**src/rtl/rom_loader.sv**
```systemverilog
// Boot ROM loader: receives a length-prefixed, XOR-checksummed byte stream and
// writes big-endian words into instruction memory, holding the CPU in reset until a good image lands.
module rom_loader #(
    parameter int unsigned DATA_WIDTH = 16,
    parameter int unsigned ADDR_WIDTH = 15
) (
    input  logic                  clk,
    input  logic                  reset,
    input  logic                  start,
    input  logic                  in_valid,
    input  logic [7:0]            in_data,
    output logic                  in_ready,
    output logic                  mem_we,
    output logic [ADDR_WIDTH-1:0] mem_addr,
    output logic [DATA_WIDTH-1:0] mem_wdata,
    output logic                  busy,
    output logic                  done,
    output logic                  error,
    output logic                  cpu_reset
);

    typedef enum logic [3:0] {
        IDLE,
        CNT_HI,
        CNT_LO,
        DATA_HI,
        DATA_LO,
        WRITE,
        CHECK,
        DONE,
        ERROR
    } state_t;

    localparam logic [31:0]         MAX_WORDS = 32'd1 << ADDR_WIDTH;
    localparam logic [ADDR_WIDTH:0] IDX_ONE   = {{ADDR_WIDTH{1'b0}}, 1'b1};

    state_t                  state_q, state_d;
    logic [ADDR_WIDTH:0]     idx_q, idx_d;
    logic [15:0]             cnt_q, cnt_d;
    logic [7:0]              hi_q, hi_d;
    logic [7:0]              csum_q, csum_d;
    logic [ADDR_WIDTH-1:0]   addr_q, addr_d;
    logic [DATA_WIDTH-1:0]   wdata_q, wdata_d;
    logic                    accept;
    logic [31:0]             count_full;

    always_ff @(posedge clk) begin
        if (reset) begin
            state_q <= IDLE;
            idx_q   <= '0;
            cnt_q   <= '0;
            hi_q    <= '0;
            csum_q  <= '0;
            addr_q  <= '0;
            wdata_q <= '0;
        end else begin
            state_q <= state_d;
            idx_q   <= idx_d;
            cnt_q   <= cnt_d;
            hi_q    <= hi_d;
            csum_q  <= csum_d;
            addr_q  <= addr_d;
            wdata_q <= wdata_d;
        end
    end

    always_comb begin
        state_d    = state_q;
        idx_d      = idx_q;
        cnt_d      = cnt_q;
        hi_d       = hi_q;
        csum_d     = csum_q;
        addr_d     = addr_q;
        wdata_d    = wdata_q;
        accept     = in_valid && in_ready;
        // Full word count as it would be committed by a CNT_LO accept this cycle.
        count_full = {16'h0000, cnt_q[15:8], in_data};

        case (state_q)
            IDLE, DONE, ERROR: begin
                if (start) begin
                    state_d = CNT_HI;
                    idx_d   = '0;
                    csum_d  = '0;
                end
            end
            CNT_HI: begin
                if (accept) begin
                    cnt_d   = {in_data, cnt_q[7:0]};
                    csum_d  = csum_q ^ in_data;
                    state_d = CNT_LO;
                end
            end
            CNT_LO: begin
                if (accept) begin
                    cnt_d  = {cnt_q[15:8], in_data};
                    csum_d = csum_q ^ in_data;
                    if (count_full > MAX_WORDS) begin
                        state_d = ERROR;
                    end else if (count_full == 32'd0) begin
                        state_d = CHECK;
                    end else begin
                        state_d = DATA_HI;
                    end
                end
            end
            DATA_HI: begin
                if (accept) begin
                    hi_d    = in_data;
                    csum_d  = csum_q ^ in_data;
                    state_d = DATA_LO;
                end
            end
            DATA_LO: begin
                if (accept) begin
                    addr_d  = idx_q[ADDR_WIDTH-1:0];
                    wdata_d = DATA_WIDTH'({hi_q, in_data});
                    csum_d  = csum_q ^ in_data;
                    state_d = WRITE;
                end
            end
            WRITE: begin
                idx_d = idx_q + IDX_ONE;
                if (32'(idx_q) + 32'd1 == {16'h0000, cnt_q}) begin
                    state_d = CHECK;
                end else begin
                    state_d = DATA_HI;
                end
            end
            CHECK: begin
                if (accept) begin
                    state_d = (in_data == csum_q) ? DONE : ERROR;
                end
            end
            default: state_d = IDLE;
        endcase
    end

    assign in_ready  = (state_q == CNT_HI) || (state_q == CNT_LO) ||
                       (state_q == DATA_HI) || (state_q == DATA_LO) ||
                       (state_q == CHECK);
    assign busy      = in_ready || (state_q == WRITE);
    assign mem_we    = (state_q == WRITE);
    assign mem_addr  = addr_q;
    assign mem_wdata = wdata_q;
    assign done      = (state_q == DONE);
    assign error     = (state_q == ERROR);
    assign cpu_reset = (state_q != DONE);

endmodule

```
**config.mk**
```make
export PLATFORM = sky130hd
export DESIGN_NAME = rom_loader
export DESIGN_NICKNAME = d
export VERILOG_FILES = /design/src/rtl/rom_loader.sv
export SDC_FILE = /design/constraint.sdc
export NUM_CORES = 1
export LEC_CHECK = 0
export CAP_MARGIN = 25
export CORE_ASPECT_RATIO = 0.75
export CORE_UTILIZATION = 40
export DETAILED_ROUTE_END_ITERATION = 12
export SLEW_MARGIN = 20
export SYNTH_ARGS = -nofsm -noshare
export SYNTH_HDL_FRONTEND = slang
export SYNTH_SLANG_ARGS = --single-unit
export TNS_END_PERCENT = 30
```
**constraint.sdc**
```tcl
create_clock -name clk -period 2.47 [get_ports clk]
set_clock_uncertainty 0.2 [all_clocks]
set_input_delay 0.6175 -clock clk [delete_from_list [all_inputs] [get_ports clk]]
set_output_delay 0.6175 -clock clk [all_outputs]
set_load 0.01 [all_outputs]
```
== Yosys cells after proc, flatten, opt, wreduce, memory -nomap -nowiden ==
Index checks and enable logic that the tools add are counted.
Operators by class
  add/sub/neg operators: 2
  muxes and demuxes: 19
  shift operators: 0
  bitwise logic cells: 3
  multiply operators: 0
  order comparisons: 1
  reduce and logical (&&, ||, !) cells: 19
  div/mod/pow operators: 0
  eq/ne operators: 18
Operators by type and width (count)
  one-hot mux 16 bit (2 select lines): 2
  2-to-1 mux 16 bit: 2
  2-to-1 mux 4 bit: 8
  one-hot mux 4 bit (7 select lines): 1
  2-to-1 mux 8 bit: 3
  adder 16 x 1 -> 17 bit (second input constant): 1
  == test 17 x 16 -> 1 bit: 1
  adder 16 x 1 -> 16 bit (second input constant): 1
  == test 4 x 3 -> 1 bit (second input constant): 4
  greater-than comparator 16 bit (second input constant): 1
  logical NOT 16 bit: 1
  one-hot mux 8 bit (2 select lines): 1
  inequality test 2 bit (second input constant): 6
  AND reduction 3 bit: 3
  == test 4 x 2 -> 1 bit (second input constant): 2
  == test 8 bit: 1
  bitwise XOR 8 bit: 1
  2-to-1 mux 3 bit: 2
  AND reduction 2 bit: 3
  AND reduction 6 bit: 1
  logical OR 1 bit: 5
  == test 4 x 1 -> 1 bit (second input constant): 1
  == test 4 bit (second input constant): 1
  logical NOT 4 bit: 1
  other kinds (7): 9
Storage, ports and cells
  register bits: 83
  output and inout bits: 37
  latch bits: 0
  memories: 0
  ROM bits: 0
  logic and storage cells: 70
  bits in writable memories: 0
  input bits: 12

== Depth between registers and ports, before layout ==
  word-level depth: 8
  depth in mapped cells: 9
  gate-level depth less buffers: 8

== Least setup slack after synthesis ==
No wires, ideal clock.
  kind: input to register
  start: input port in_data[6]
  end: register state_q[2]
  data arrival time: 2.157 ns
  buffers on the path: 1
  path slack: 0.054 ns
  setup time: 0.059 ns
  data required time: 2.211 ns
  cell stages on the path: 8
  cells stage by stage: buf_2 -> xnor2_1 -> o221ai_1 -> a2111oi_2 -> nand4_1 -> a211o_1 -> a311oi_1 -> a31o_1
On the way
  longest elaborated chain between the ends: 5
  elaborated cells between the ends (all ways): 9
  classes of those cells: 1 x order compare; 1 x eq/ne; 6 x mux; 1 x reduce/logical
RTL lines
  start: declaration: line 11  | input logic [7:0] in_data,
  parallel branches: the longest is 4 deep, another holds greater-than comparator 16 bit
  one-hot mux 4 bit (7 select lines) (*): line 79  | case (state_q)
  end signal: assignment: line 57  | state_q <= state_d;
  end: declaration: line 37  | state_t state_q, state_d;
Mark *: on every way between the ends. The select of a mux whose other input is x is not followed.
A chain may end at the register's enable or synchronous reset.

== Final worst setup path ==
  start: register idx_q[3]
  end: register state_q[0]
On the way
  longest elaborated chain between the ends: 4
RTL lines
  start: declaration: line 38  | logic [ADDR_WIDTH:0] idx_q, idx_d;
  start signal: assignment: line 58  | idx_q <= idx_d;
  adder 16 x 1 -> 17 bit: line 124  | if (32'(idx_q) + 32'd1 == {16'h0000, cnt_q}) begin
  == test 17 x 16 -> 1 bit: line 124
  2-to-1 mux 3 bit: line 124
  one-hot mux 4 bit (7 select lines): line 79
No other way between the ends.

==> flow_metrics.tcl <==
set metrics [dict create \
    status "finished, final reports clean" \
    ant_nets 0 \
    yosysUniqueCellTypes 59 \
    cts.sink_count 83 \
    setup_viol 0 \
    crit_fanout 7 \
    num_rows 31 \
    syn_nets 540 \
    cp_num_buf_inv 1 \
    grt.overflow.total 0 \
    fmax_mhz 417 \
    htreeDepth 3 \
    grt.met2_usage 0.347 \
    critPathMaxStageDelay_ns 0.48 \
    drt-total-wl_um 11100 \
    final-seq-area_um2 1670 \
    antenna_found_initial 0 \
    ctsRootBufferMaster "clkbuf_16" \
    hold_viol 0 \
    cp_cell_sequence "nand3_4, nor2_4, xnor2_1, a222oi_1, nand4b_1, nor4_2, buf_4, o221ai_1" \
    busiest_layer "met2" \
    fillers 942 \
    synthTopCellsByCount "dfxtp_1, nand2_1, a21oi_1" \
    grt_use_total 0.212 \
    fin_cells 737 \
    power_density_nw_per_um2 720 \
    layout_setup_ws_ns 0.0729 \
    routed_via_density 5.30 \
    max_cap_viol_count 0 \
    cpMaxStageDelayCell "dfxtp_1" \
    synth-main-ff-cell "dfxtp_1" \
    wl_per_cell_um 15.1 \
    grt_pass1_vias 3745 \
    crit_type "reg -> reg" \
    dp_slack_ns -0.498 \
    finalMaxSlewViolations 0 \
    synth_area_leaders "dfxtp_1, a21oi_1, nand2_1, nor2_1, mux2i_1" \
    clkTransAtPathRegs_ns 0.06 \
    synth.most_common_cell "dfxtp_1" \
    hold_path_class "reg -> reg" \
    cts_tree "done" \
    areaGrowthSynthToFinish_pct 31.0 \
    numCtsBuffers 9 \
    use_met3 0.0508 \
    postSynth.asyncResetShare 0 \
    synth_warnings 0 \
    power_mw 3.90 \
    multi_input_area_um2 2310 \
    drt_iter0_drc 246 \
    ir_worst_vdd_v 0.000392 \
    nets 613 \
    slew_headroom 0.689 \
    ys_seq_area_frac 0.402 \
    cp-startpoint "idx_q[3]" \
    drc 0 \
    insertion_delay_ns 0.35 \
    holdCritStartpoint "mem_wdata[0]" \
    worstPathRequired_ns 2.48 \
    use_met1 0.276 \
    tightest_slew_ns 0.465 \
    n_antenna_cell 0 \
    yosys.area.top_type "dfxtp_1" \
    globalplace.congestion 0.937 \
    start_util 0.419 \
    drtPass1Iterations 4 \
    synthDominantCellAreaShare 0.402 \
    r2r_start "idx_q[3]" \
    core_area_um2 9850 \
    die-area_um2 10700 \
    grt_max_degree 44 \
    end_kind "register" \
    crit_family "simple AND/OR/NAND/NOR gates" \
    fin_setup_tns_ns 0 \
    arrival_ns 2.41 \
    syn-cell-area_um2 4130 \
    fin_crit_ns 2.40 \
    vias 3904 \
    crit_path_start_kind "register" \
    synth-edff-count 0 \
    grt_pass1_wl_um 18100 \
    drive_above_1_share 0.169 \
    syn_avg_cell_area_um2 7.84 \
    place_hpwl_um 8000 \
    cts.path.max_buffers 2 \
    period_share 0.971 \
    fp.dieW_um 119 \
    synth_seq_cells 83 \
    io_buffers 48 \
    synth_cells 527 \
    dp.cells 720 \
    io-pin-count 49 \
    p_leak_nw 2.10 \
    die_h_um 90.0 \
]
-- layout make-up --
cell class	instances	share of cell area
repair buffers	104	0.173
multi-input cells	392	0.426
well taps	132	0.0305
flip-flops and latches	83	0.308
clock buffers	9	0.0416
inverters	10	0.00693
clock inverters	7	0.0141
-- kinds of logic after synthesis --
kind of cell | Yosys count | synth area share
fa+ha+maj | 1 | 0.00303
flops | 83 | 0.402
compound gates | 126 | 0.171
buf+inv | 52 | 0.0569
simple gates | 216 | 0.257
xor+xnor | 27 | 0.0572
mux | 22 | 0.0533
-- worst min-delay path: stages (launching register included) --
cell	delay [ns]
dfxtp_1	0.31
nand2_1	0.05
a21oi_1	0.05
-- repair_timing --
action / CTS / global route
pin swaps: 1 / 7
gates resized for setup: 7 / 28
endpoints found under the setup margin: 8 / 11
setup buffers: 1 / 0
hold buffers: 0 / 0
-- registers in the layout, indices dropped and copies added (netlist names) --
| register | flops |
|---|---|
| hi_q | 8 |
| idx_q | 16 |
| csum_q | 8 |
| cnt_q | 16 |
| state_q | 4 |
| mem_wdata | 16 |
| mem_addr | 15 |
-- final timing paths --
| check | endpoint | slack (ns) | depth (start not counted) |
|---|---|---|---|
| min | mem_wdata[0] | 0.25 | 2 |
| max reg2reg | state_q[0] | 0.07 | 8 |
| max | state_q[0] | 0.07 | 8 |
| min reg2reg | mem_wdata[0] | 0.25 | 2 |
-- per-layer routing --
metal / vias to the layer above / wire length [um]
li1: 1958 / -
met1: 1865 / 5450
met2: 67 / 5180
met3: 14 / 363
met4: 0 / 131
met5: - / 0
-- cell usage in the layout, fill, tap and decap left out, types with 3 or more instances in the layout --
cell type and instances:
xnor2_1 21, xor2_1 6, nor2b_1 4, mux2i_1 22
nor2_4 3, dfxtp_1 79, and4_1 3, dlymetal6s2s_1 7
nand4b_1 3, or4_1 4, clkdlybuf4s50_1 36, dlygate4sd2_1 3
nand3b_1 8, and2_1 6, o21ai_0 32, or3_1 5
nor4_2 3, nand3_1 9, nor2_1 62, nand2_1 77
buf_4 53, a21oi_1 71, clkbuf_16 9, nand4_1 6
dfxtp_2 4, inv_1 9
-- power by group --
| part | leakage (nW) | switching, mW | total (mW) | internal, mW |
|---|---|---|---|---|
| combinational | 1.28 | 0.570 | 1.03 | 0.460 |
| clock | 0.142 | 0.575 | 1.37 | 0.790 |
| sequential | 0.672 | 0.0793 | 1.50 | 1.42 |
-- metrics by stage --
stage	cell area [um^2]	util	hold slack (ns)
after global routing	5420	0.550	0.268
after floorplan	4130	-	0.231
after detailed placement	5010	0.509	0.246
after CTS	5330	0.541	0.255
final	5420	0.550	0.252
after global placement	5010	0.509	0.243
Power figures use the tool's default switching activity.
